$ cat src/rtl/sat_bin_pkg.sv
// Shared definitions for the bin scheduling controller: FSM state
// encoding and default sizing constants for a bin.
package sat_bin_pkg;

  localparam int DEF_NUM_CLAUSES      = 8;
  localparam int DEF_NUM_VARS         = 8;
  localparam int DEF_NUM_LVLS         = 8;
  localparam int DEF_WIDTH_BIN_ID     = 10;
  localparam int DEF_WIDTH_LVL        = 16;
  localparam int DEF_WIDTH_VAR_STATES = 19;
  localparam int DEF_WIDTH_LVL_STATES = 11;

  // Sequencer states, in the order a bin walks through them
  typedef enum logic [2:0] {
    ST_IDLE  = 3'd0,
    ST_LD_C  = 3'd1,
    ST_LD_S  = 3'd2,
    ST_START = 3'd3,
    ST_RUN   = 3'd4,
    ST_UP_C  = 3'd5,
    ST_UP_S  = 3'd6,
    ST_DONE  = 3'd7
  } bsc_state_t;

endpackage

$ cat src/rtl/onehot_dec.sv
// Index to one-hot row decoder. With en low every output bit is 0, so a
// single instance can serve both the clause load and clause read-back
// row selects without ever asserting more than one row.
module onehot_dec #(
  parameter int N = 8,
  parameter int W = (N > 1) ? $clog2(N) : 1
) (
  input  logic         en,
  input  logic [W-1:0] idx,
  output logic [N-1:0] onehot
);

  for (genvar gi = 0; gi < N; gi++) begin : g_bit
    assign onehot[gi] = en && (idx == W'(gi));
  end

endmodule

$ cat src/rtl/bin_sched_ctrl.sv
// Bin sequencer around the SAT engine: loads a bin's clauses and states
// from bin memory into the engine, starts it, waits for completion, then
// writes the clauses and states back and reports the verdict.
module bin_sched_ctrl
  import sat_bin_pkg::*;
#(
  parameter int NUM_CLAUSES      = DEF_NUM_CLAUSES,
  parameter int NUM_VARS         = DEF_NUM_VARS,
  parameter int NUM_LVLS         = DEF_NUM_LVLS,
  parameter int WIDTH_BIN_ID     = DEF_WIDTH_BIN_ID,
  parameter int WIDTH_LVL        = DEF_WIDTH_LVL,
  parameter int WIDTH_VAR_STATES = DEF_WIDTH_VAR_STATES,
  parameter int WIDTH_LVL_STATES = DEF_WIDTH_LVL_STATES,
  parameter int WIDTH_CIDX       = $clog2(NUM_CLAUSES)
) (
  input  logic                                 clk,
  input  logic                                 rst,
  input  logic                                 start_i,
  input  logic [WIDTH_BIN_ID-1:0]              bin_id_i,
  input  logic [WIDTH_LVL-1:0]                 load_lvl_i,
  input  logic [WIDTH_LVL-1:0]                 base_lvl_i,
  output logic                                 busy_o,
  output logic                                 done_o,
  output logic                                 sat_o,
  output logic                                 unsat_o,
  output logic [WIDTH_LVL-1:0]                 bkt_lvl_o,
  output logic [WIDTH_BIN_ID-1:0]              mem_bin_o,
  output logic                                 cmem_rd_o,
  output logic                                 cmem_wr_o,
  output logic [WIDTH_CIDX-1:0]                cmem_idx_o,
  output logic [2*NUM_VARS-1:0]                cmem_wdata_o,
  input  logic [2*NUM_VARS-1:0]                cmem_rdata_i,
  output logic                                 smem_rd_o,
  output logic                                 smem_wr_o,
  output logic [WIDTH_VAR_STATES*NUM_VARS-1:0] smem_vs_wdata_o,
  input  logic [WIDTH_VAR_STATES*NUM_VARS-1:0] smem_vs_rdata_i,
  output logic [WIDTH_LVL_STATES*NUM_LVLS-1:0] smem_ls_wdata_o,
  input  logic [WIDTH_LVL_STATES*NUM_LVLS-1:0] smem_ls_rdata_i,
  output logic                                 eng_start_o,
  input  logic                                 eng_done_i,
  input  logic                                 eng_sat_i,
  input  logic                                 eng_unsat_i,
  input  logic [WIDTH_LVL-1:0]                 eng_bkt_lvl_i,
  output logic [WIDTH_LVL-1:0]                 eng_load_lvl_o,
  output logic [NUM_CLAUSES-1:0]               eng_rd_carray_o,
  input  logic [2*NUM_VARS-1:0]                eng_clause_i,
  output logic [NUM_CLAUSES-1:0]               eng_wr_carray_o,
  output logic [2*NUM_VARS-1:0]                eng_clause_o,
  output logic [NUM_VARS-1:0]                  eng_wr_vs_o,
  output logic [WIDTH_VAR_STATES*NUM_VARS-1:0] eng_vs_o,
  input  logic [WIDTH_VAR_STATES*NUM_VARS-1:0] eng_vs_i,
  output logic [NUM_LVLS-1:0]                  eng_wr_ls_o,
  output logic [WIDTH_LVL_STATES*NUM_LVLS-1:0] eng_ls_o,
  input  logic [WIDTH_LVL_STATES*NUM_LVLS-1:0] eng_ls_i,
  output logic                                 eng_base_lvl_en_o,
  output logic [WIDTH_LVL-1:0]                 eng_base_lvl_o
);

  // k must reach NUM_CLAUSES in LD_C (one extra cycle for the read latency)
  localparam int KW = $clog2(NUM_CLAUSES + 1);

  bsc_state_t              state_reg, state_next;
  logic [KW-1:0]           k_reg, k_next;
  logic [WIDTH_BIN_ID-1:0] bin_reg;
  logic [WIDTH_LVL-1:0]    load_lvl_reg;
  logic [WIDTH_LVL-1:0]    base_lvl_reg;
  logic [WIDTH_LVL-1:0]    bkt_lvl_reg;
  logic                    sat_reg;
  logic                    unsat_reg;

  logic                    accept;
  logic                    latch_verdict;
  logic                    ld_c_wr;
  logic                    ld_s_wr;
  logic                    up_c_rd;
  logic                    sel_en;
  logic [WIDTH_CIDX-1:0]   sel_idx;
  logic [NUM_CLAUSES-1:0]  sel_onehot;

  // Shared row decoder: LD_C drives it with k-1 (data arrives one cycle
  // after the read), UP_C with k; the two states are mutually exclusive.
  onehot_dec #(
    .N (NUM_CLAUSES),
    .W (WIDTH_CIDX)
  ) u_row_dec (
    .en     (sel_en),
    .idx    (sel_idx),
    .onehot (sel_onehot)
  );

  // Next-state, counter and strobe generation
  always_comb begin
    state_next        = state_reg;
    k_next            = k_reg;
    accept            = 1'b0;
    latch_verdict     = 1'b0;
    ld_c_wr           = 1'b0;
    ld_s_wr           = 1'b0;
    up_c_rd           = 1'b0;
    sel_en            = 1'b0;
    sel_idx           = '0;
    done_o            = 1'b0;
    cmem_rd_o         = 1'b0;
    cmem_wr_o         = 1'b0;
    cmem_idx_o        = '0;
    smem_rd_o         = 1'b0;
    smem_wr_o         = 1'b0;
    eng_start_o       = 1'b0;
    case (state_reg)
      ST_IDLE: begin
        if (start_i) begin
          accept     = 1'b1;
          k_next     = '0;
          state_next = ST_LD_C;
        end
      end
      ST_LD_C: begin
        if (k_reg < KW'(NUM_CLAUSES)) begin
          cmem_rd_o  = 1'b1;
          cmem_idx_o = WIDTH_CIDX'(k_reg);
        end
        if (k_reg != '0) begin
          ld_c_wr = 1'b1;
          sel_en  = 1'b1;
          sel_idx = WIDTH_CIDX'(k_reg - 1'b1);
        end
        if (k_reg == KW'(NUM_CLAUSES)) begin
          k_next     = '0;
          state_next = ST_LD_S;
        end else begin
          k_next = k_reg + 1'b1;
        end
      end
      ST_LD_S: begin
        if (k_reg == '0) begin
          smem_rd_o = 1'b1;
          k_next    = KW'(1);
        end else begin
          ld_s_wr    = 1'b1;
          k_next     = '0;
          state_next = ST_START;
        end
      end
      ST_START: begin
        eng_start_o = 1'b1;
        state_next  = ST_RUN;
      end
      ST_RUN: begin
        // done is only honoured here, so a stray early pulse is dropped
        if (eng_done_i) begin
          latch_verdict = 1'b1;
          k_next        = '0;
          state_next    = ST_UP_C;
        end
      end
      ST_UP_C: begin
        up_c_rd    = 1'b1;
        sel_en     = 1'b1;
        sel_idx    = WIDTH_CIDX'(k_reg);
        cmem_wr_o  = 1'b1;
        cmem_idx_o = WIDTH_CIDX'(k_reg);
        if (k_reg == KW'(NUM_CLAUSES - 1)) begin
          k_next     = '0;
          state_next = ST_UP_S;
        end else begin
          k_next = k_reg + 1'b1;
        end
      end
      ST_UP_S: begin
        smem_wr_o  = 1'b1;
        state_next = ST_DONE;
      end
      ST_DONE: begin
        done_o     = 1'b1;
        state_next = ST_IDLE;
      end
      default: begin
        state_next = ST_IDLE;
        k_next     = '0;
      end
    endcase
  end

  // Data paths are kept out of the FSM block so the engine's combinational
  // clause read-back never feeds the logic that selects the row.
  assign eng_wr_carray_o   = ld_c_wr ? sel_onehot : '0;
  assign eng_rd_carray_o   = up_c_rd ? sel_onehot : '0;
  assign eng_clause_o      = ld_c_wr ? cmem_rdata_i : '0;
  assign cmem_wdata_o      = up_c_rd ? eng_clause_i : '0;
  assign eng_wr_vs_o       = ld_s_wr ? '1 : '0;
  assign eng_wr_ls_o       = ld_s_wr ? '1 : '0;
  assign eng_vs_o          = ld_s_wr ? smem_vs_rdata_i : '0;
  assign eng_ls_o          = ld_s_wr ? smem_ls_rdata_i : '0;
  assign eng_base_lvl_en_o = ld_s_wr;
  assign eng_base_lvl_o    = ld_s_wr ? base_lvl_reg : '0;
  assign smem_vs_wdata_o   = smem_wr_o ? eng_vs_i : '0;
  assign smem_ls_wdata_o   = smem_wr_o ? eng_ls_i : '0;

  assign busy_o         = (state_reg != ST_IDLE);
  assign eng_load_lvl_o = busy_o ? load_lvl_reg : '0;
  assign mem_bin_o      = bin_reg;
  assign sat_o          = sat_reg;
  assign unsat_o        = unsat_reg;
  assign bkt_lvl_o      = bkt_lvl_reg;

  // State, counter, captured request and latched verdict registers
  always_ff @(posedge clk) begin
    if (!rst) begin
      state_reg    <= ST_IDLE;
      k_reg        <= '0;
      bin_reg      <= '0;
      load_lvl_reg <= '0;
      base_lvl_reg <= '0;
      sat_reg      <= 1'b0;
      unsat_reg    <= 1'b0;
      bkt_lvl_reg  <= '0;
    end else begin
      state_reg <= state_next;
      k_reg     <= k_next;
      if (accept) begin
        bin_reg      <= bin_id_i;
        load_lvl_reg <= load_lvl_i;
        base_lvl_reg <= base_lvl_i;
        sat_reg      <= 1'b0;
        unsat_reg    <= 1'b0;
        bkt_lvl_reg  <= '0;
      end
      if (latch_verdict) begin
        sat_reg     <= eng_sat_i;
        unsat_reg   <= eng_unsat_i;
        bkt_lvl_reg <= eng_bkt_lvl_i;
      end
    end
  end

endmodule

$ cat config.mk
export PLATFORM = sky130hd
export DESIGN_NAME = bin_sched_ctrl
export DESIGN_NICKNAME = d
export VERILOG_FILES = /design/src/rtl/sat_bin_pkg.sv /design/src/rtl/onehot_dec.sv /design/src/rtl/bin_sched_ctrl.sv
export SDC_FILE = /design/constraint.sdc
export NUM_CORES = 1
export LEC_CHECK = 0
export ABC_CLOCK_PERIOD_IN_PS = 5350
export CORE_AREA = 2 2 460 462
export CTS_CLUSTER_SIZE = 14
export DETAILED_ROUTE_END_ITERATION = 8
export DIE_AREA = 0 0 462 464
export HOLD_SLACK_MARGIN = 0.1
export PLACE_DENSITY = 0.33
export SLEW_MARGIN = 20
export SYNTH_ARGS = -nofsm -noshare
export SYNTH_HDL_FRONTEND = slang
export SYNTH_SLANG_ARGS = --single-unit
$ cat constraint.sdc
create_clock -name clk -period 5.35 [get_ports clk]
set_input_delay 1.07 -clock clk [delete_from_list [all_inputs] [get_ports clk]]
set_output_delay 1.07 -clock clk [all_outputs]
set_load 0.05 [all_outputs]
==> flow_summary_export.csv <==
group,metric,value,unit
route,wl,168,mm
critical_path,crit_path_cell_trace,"inv_1 -> ha_1 -> nor3b_2 -> nor3_4 -> buf_12 -> buf_4 -> and2_1 -> clkdlybuf4s50_1",
placed_design,gp_congestion,0.866,
critical_path,crit_arrival,3650,ps
logic_synthesis,syn_nets,1567,
floorplanning,rows,168,
logic_synthesis,ys_seq_area_share,19.7,%
power_and_ir_drop,power_leakage,7.38,nW
logic_synthesis,yosysUniqueCellTypes,43,
placed_design,dpl.hpwl,157,mm
sta,finalSetupViolations,0,
clocking,cts_tree,"built",
logic_synthesis,ys_warn_count,0,
layout,finalNetCount,2678,
grt,grt-ovfl-total,0,
critical_path,worstPathRequired,4280,ps
clocking,clock_sinks,67,
route,dr_total_vias,12500,
clocking,cts.repair.resized,0,
sta,post-route-period-util,88.3,%
layout,drive_gt1_share,4.51,%
critical_path,rr_endpoint,"bkt_lvl_o[5]$_SDFFE_PN0P_",
logic_synthesis,syn_avg_cell_area,6.88,µm²
critical_path,crit_fanout,103,
grt,grt_pass1_wl,193,mm
clocking,clkLatencyLatePin,410,ps
sta,hold_viol,0,
grt,track_usage,15.0,%
sta,finalSetupTns,0,ps
critical_path,crit_type,"flop to primary output",
hold_path,min_path_type,"flop to flop",
floorplanning,start_util,3.25,%
clocking,path_clk_slew,60,ps
logic_synthesis,synth_flop_cell,"dfxtp_1",
run,maxCapViolCount,0,
critical_path,cp_slowest_cell,"clkdlybuf4s50_1",
floorplanning,die_h,464,µm
layout,syn_to_final_growth,225,%
critical_path,critPathCaptureType,"primary output",
clocking,clockBufferDepth,2,
route,ant_nets,0,
clocking,cts-buffers-inserted,9,
power_and_ir_drop,design_power_total,2.75,mW
sta,fin_skew,19.8,ps
grt,antenna_found_initial,266,
layout,num-fill-cells,24300,
sta,drv_slew,0,
sta,worst_slew_pin_slew,1010,ps
critical_path,cp-start-kind,"flop",
route,wl_per_cell,33.9,µm
logic_synthesis,ys_ff_latch,67,
clocking,postCtsHoldBufs,0,
logic_synthesis,async_reset_ff_share,0,%
critical_path,slowest_delay,810,ps
route,first_pass_iters,4,
critical_path,rrSetupSlack,2900,ps
clocking,post_cts_buffers,0,
placed_design,numPortBuffers,1190,
hold_path,holdPathStages,2,
route,drc_errors,0,
route,viasPerCell,2.53,
critical_path,crit_path_start,"k_reg[0]$_SDFFE_PN0P_",
clocking,clock-root-buffer,"clkbuf_16",
floorplanning,die_width,462,µm
grt,grt_max_degree,133,
sta,fmax,0.212,GHz
logic_synthesis,syn_inst,989,
critical_path,worstSetupEndpoint,"eng_vs_o[19]",
clocking,htreeDepth,3,
power_and_ir_drop,irDropWorstVdd,182,µV
route,drt_iter0_markers,378,
sta,max_slew_margin,32.3,%
critical_path,reg2regPathDepth,6,
logic_synthesis,synth-edff-count,0,
floorplanning,die_area,214000,µm²
logic_synthesis,synth_area,6800,µm²
floorplanning,core,209000,µm²
sta,finalCriticalPeriod,4720,ps
sta,rsz0062_at_grt,"false",
floorplanning,boundaryPins,1191,
power_and_ir_drop,pwr_density_cell,124,nW/µm²
critical_path,worstReg2RegStart,"state_reg[2]$_SDFFE_PN0P_",
status,status,"finished, final reports clean",
grt,first_global_vias,12000,
## report_power, final
group	internal, mW	switching [mW]
Sequential	0.541	0.0284
Clock	0.457	0.316
Combinational	0.621	0.791
Total	1.62	1.14
## per-stage QoR
step	instances	instance area [µm²]	hold slack, ps	utilization, %	setup slack (ps)
after detailed placement	4894	21700	443	10.4	976
after CTS	4910	22000	452	10.5	513
after floorplan	989	6800	430	-	1490
final	4949	22100	448	10.6	626
after global routing	4916	22100	469	10.5	349
after global placement	4894	21700	439	10.4	1040
## worst max-delay path: cells and delay by family, from the launching register on
family        cells  cell delay (ps)
fa+ha+maj         1              310
buf+inv           4             1750
flops             1              510
simple gates      3              590
## per-layer routing
layer	global-route usage, %	vias to the layer above	share of wire (%)
met2	27.4	1070	50
met3	11.7	432	17
met4	2.20	124	2.1
met5	0	-	0.50
met1	13.1	5604	30
li1	-	5309	-
## area by class of cell
type | instances | area [µm²] | area share, %
Clock inverter | 6 | 111 | 0.503
Inverter | 5 | 18.8 | 0.0848
Antenna cell | 39 | 97.6 | 0.441
Timing Repair Buffer | 1206 | 11900 | 53.9
Tap cell | 2805 | 3510 | 15.9
Sequential cell | 67 | 1340 | 6.06
Multi-Input combinational cell | 811 | 4900 | 22.1
Clock buffer | 10 | 229 | 1.03
## worst min path at each step
| stage | start | slack, ps | end |
|---|---|---|---|
| floorplan | base_lvl_reg[12]$_SDFFE_PN0P_ | 430 | base_lvl_reg[12]$_SDFFE_PN0P_ |
| global placement | base_lvl_reg[3]$_SDFFE_PN0P_ | 440 | base_lvl_reg[3]$_SDFFE_PN0P_ |
| detailed placement | base_lvl_reg[5]$_SDFFE_PN0P_ | 440 | base_lvl_reg[5]$_SDFFE_PN0P_ |
| CTS | base_lvl_reg[5]$_SDFFE_PN0P_ | 450 | base_lvl_reg[5]$_SDFFE_PN0P_ |
| global route | base_lvl_reg[3]$_SDFFE_PN0P_ | 470 | base_lvl_reg[3]$_SDFFE_PN0P_ |
| finish | base_lvl_reg[6]$_SDFFE_PN0P_ | 450 | base_lvl_reg[6]$_SDFFE_PN0P_ |
## logic make-up after synthesis
family / after synthesis / synth area share [%]
AO/OA/AOI/OAI: 78 / 8.46
flip-flops: 67 / 19.7
buffers and inverters: 111 / 8.61
AND/OR/NAND/NOR: 728 / 62.4
multiplexers: 1 / 0.166
XOR/XNOR: 2 / 0.258
adder cells (fa/ha/maj): 2 / 0.368
## synth_stat cells (all sizes together) (5+ instances only)
library cell / number / share of area (%)
a21boi: 60 / 6.6
and2: 515 / 47
and3: 19 / 1.7
buf: 35 / 4.0
clkbuf: 71 / 4.4
dfxtp: 67 / 20
inv: 5 / 0.28
nand2: 109 / 6.0
nand3: 21 / 1.5
nor2: 17 / 0.98
nor2b: 22 / 2.0
nor3: 10 / 0.98
## cells in the final DEF (no fill, tap or decap), types with 2 or more instances in the layout
master and count:
clkdlybuf4s50_1 1136, and2_1 513, nand2_1 108, dfxtp_1 67, buf_4 66, diode_2 39, a21boi_0 38, a21boi_1 22
nor2b_1 21, nand3_1 21, and3_1 19, nor2_1 16, clkbuf_16 9, nor3_1 8, inv_1 5, a21oi_1 4
nand2b_1 3, nor3b_1 3, and3b_1 3, o21ai_0 3, nor4_1 3, bufinv_16 3, buf_12 3, nor3_4 2
a31oi_1 2, ha_1 2
Note: power is estimated with default switching activity, not from simulation.
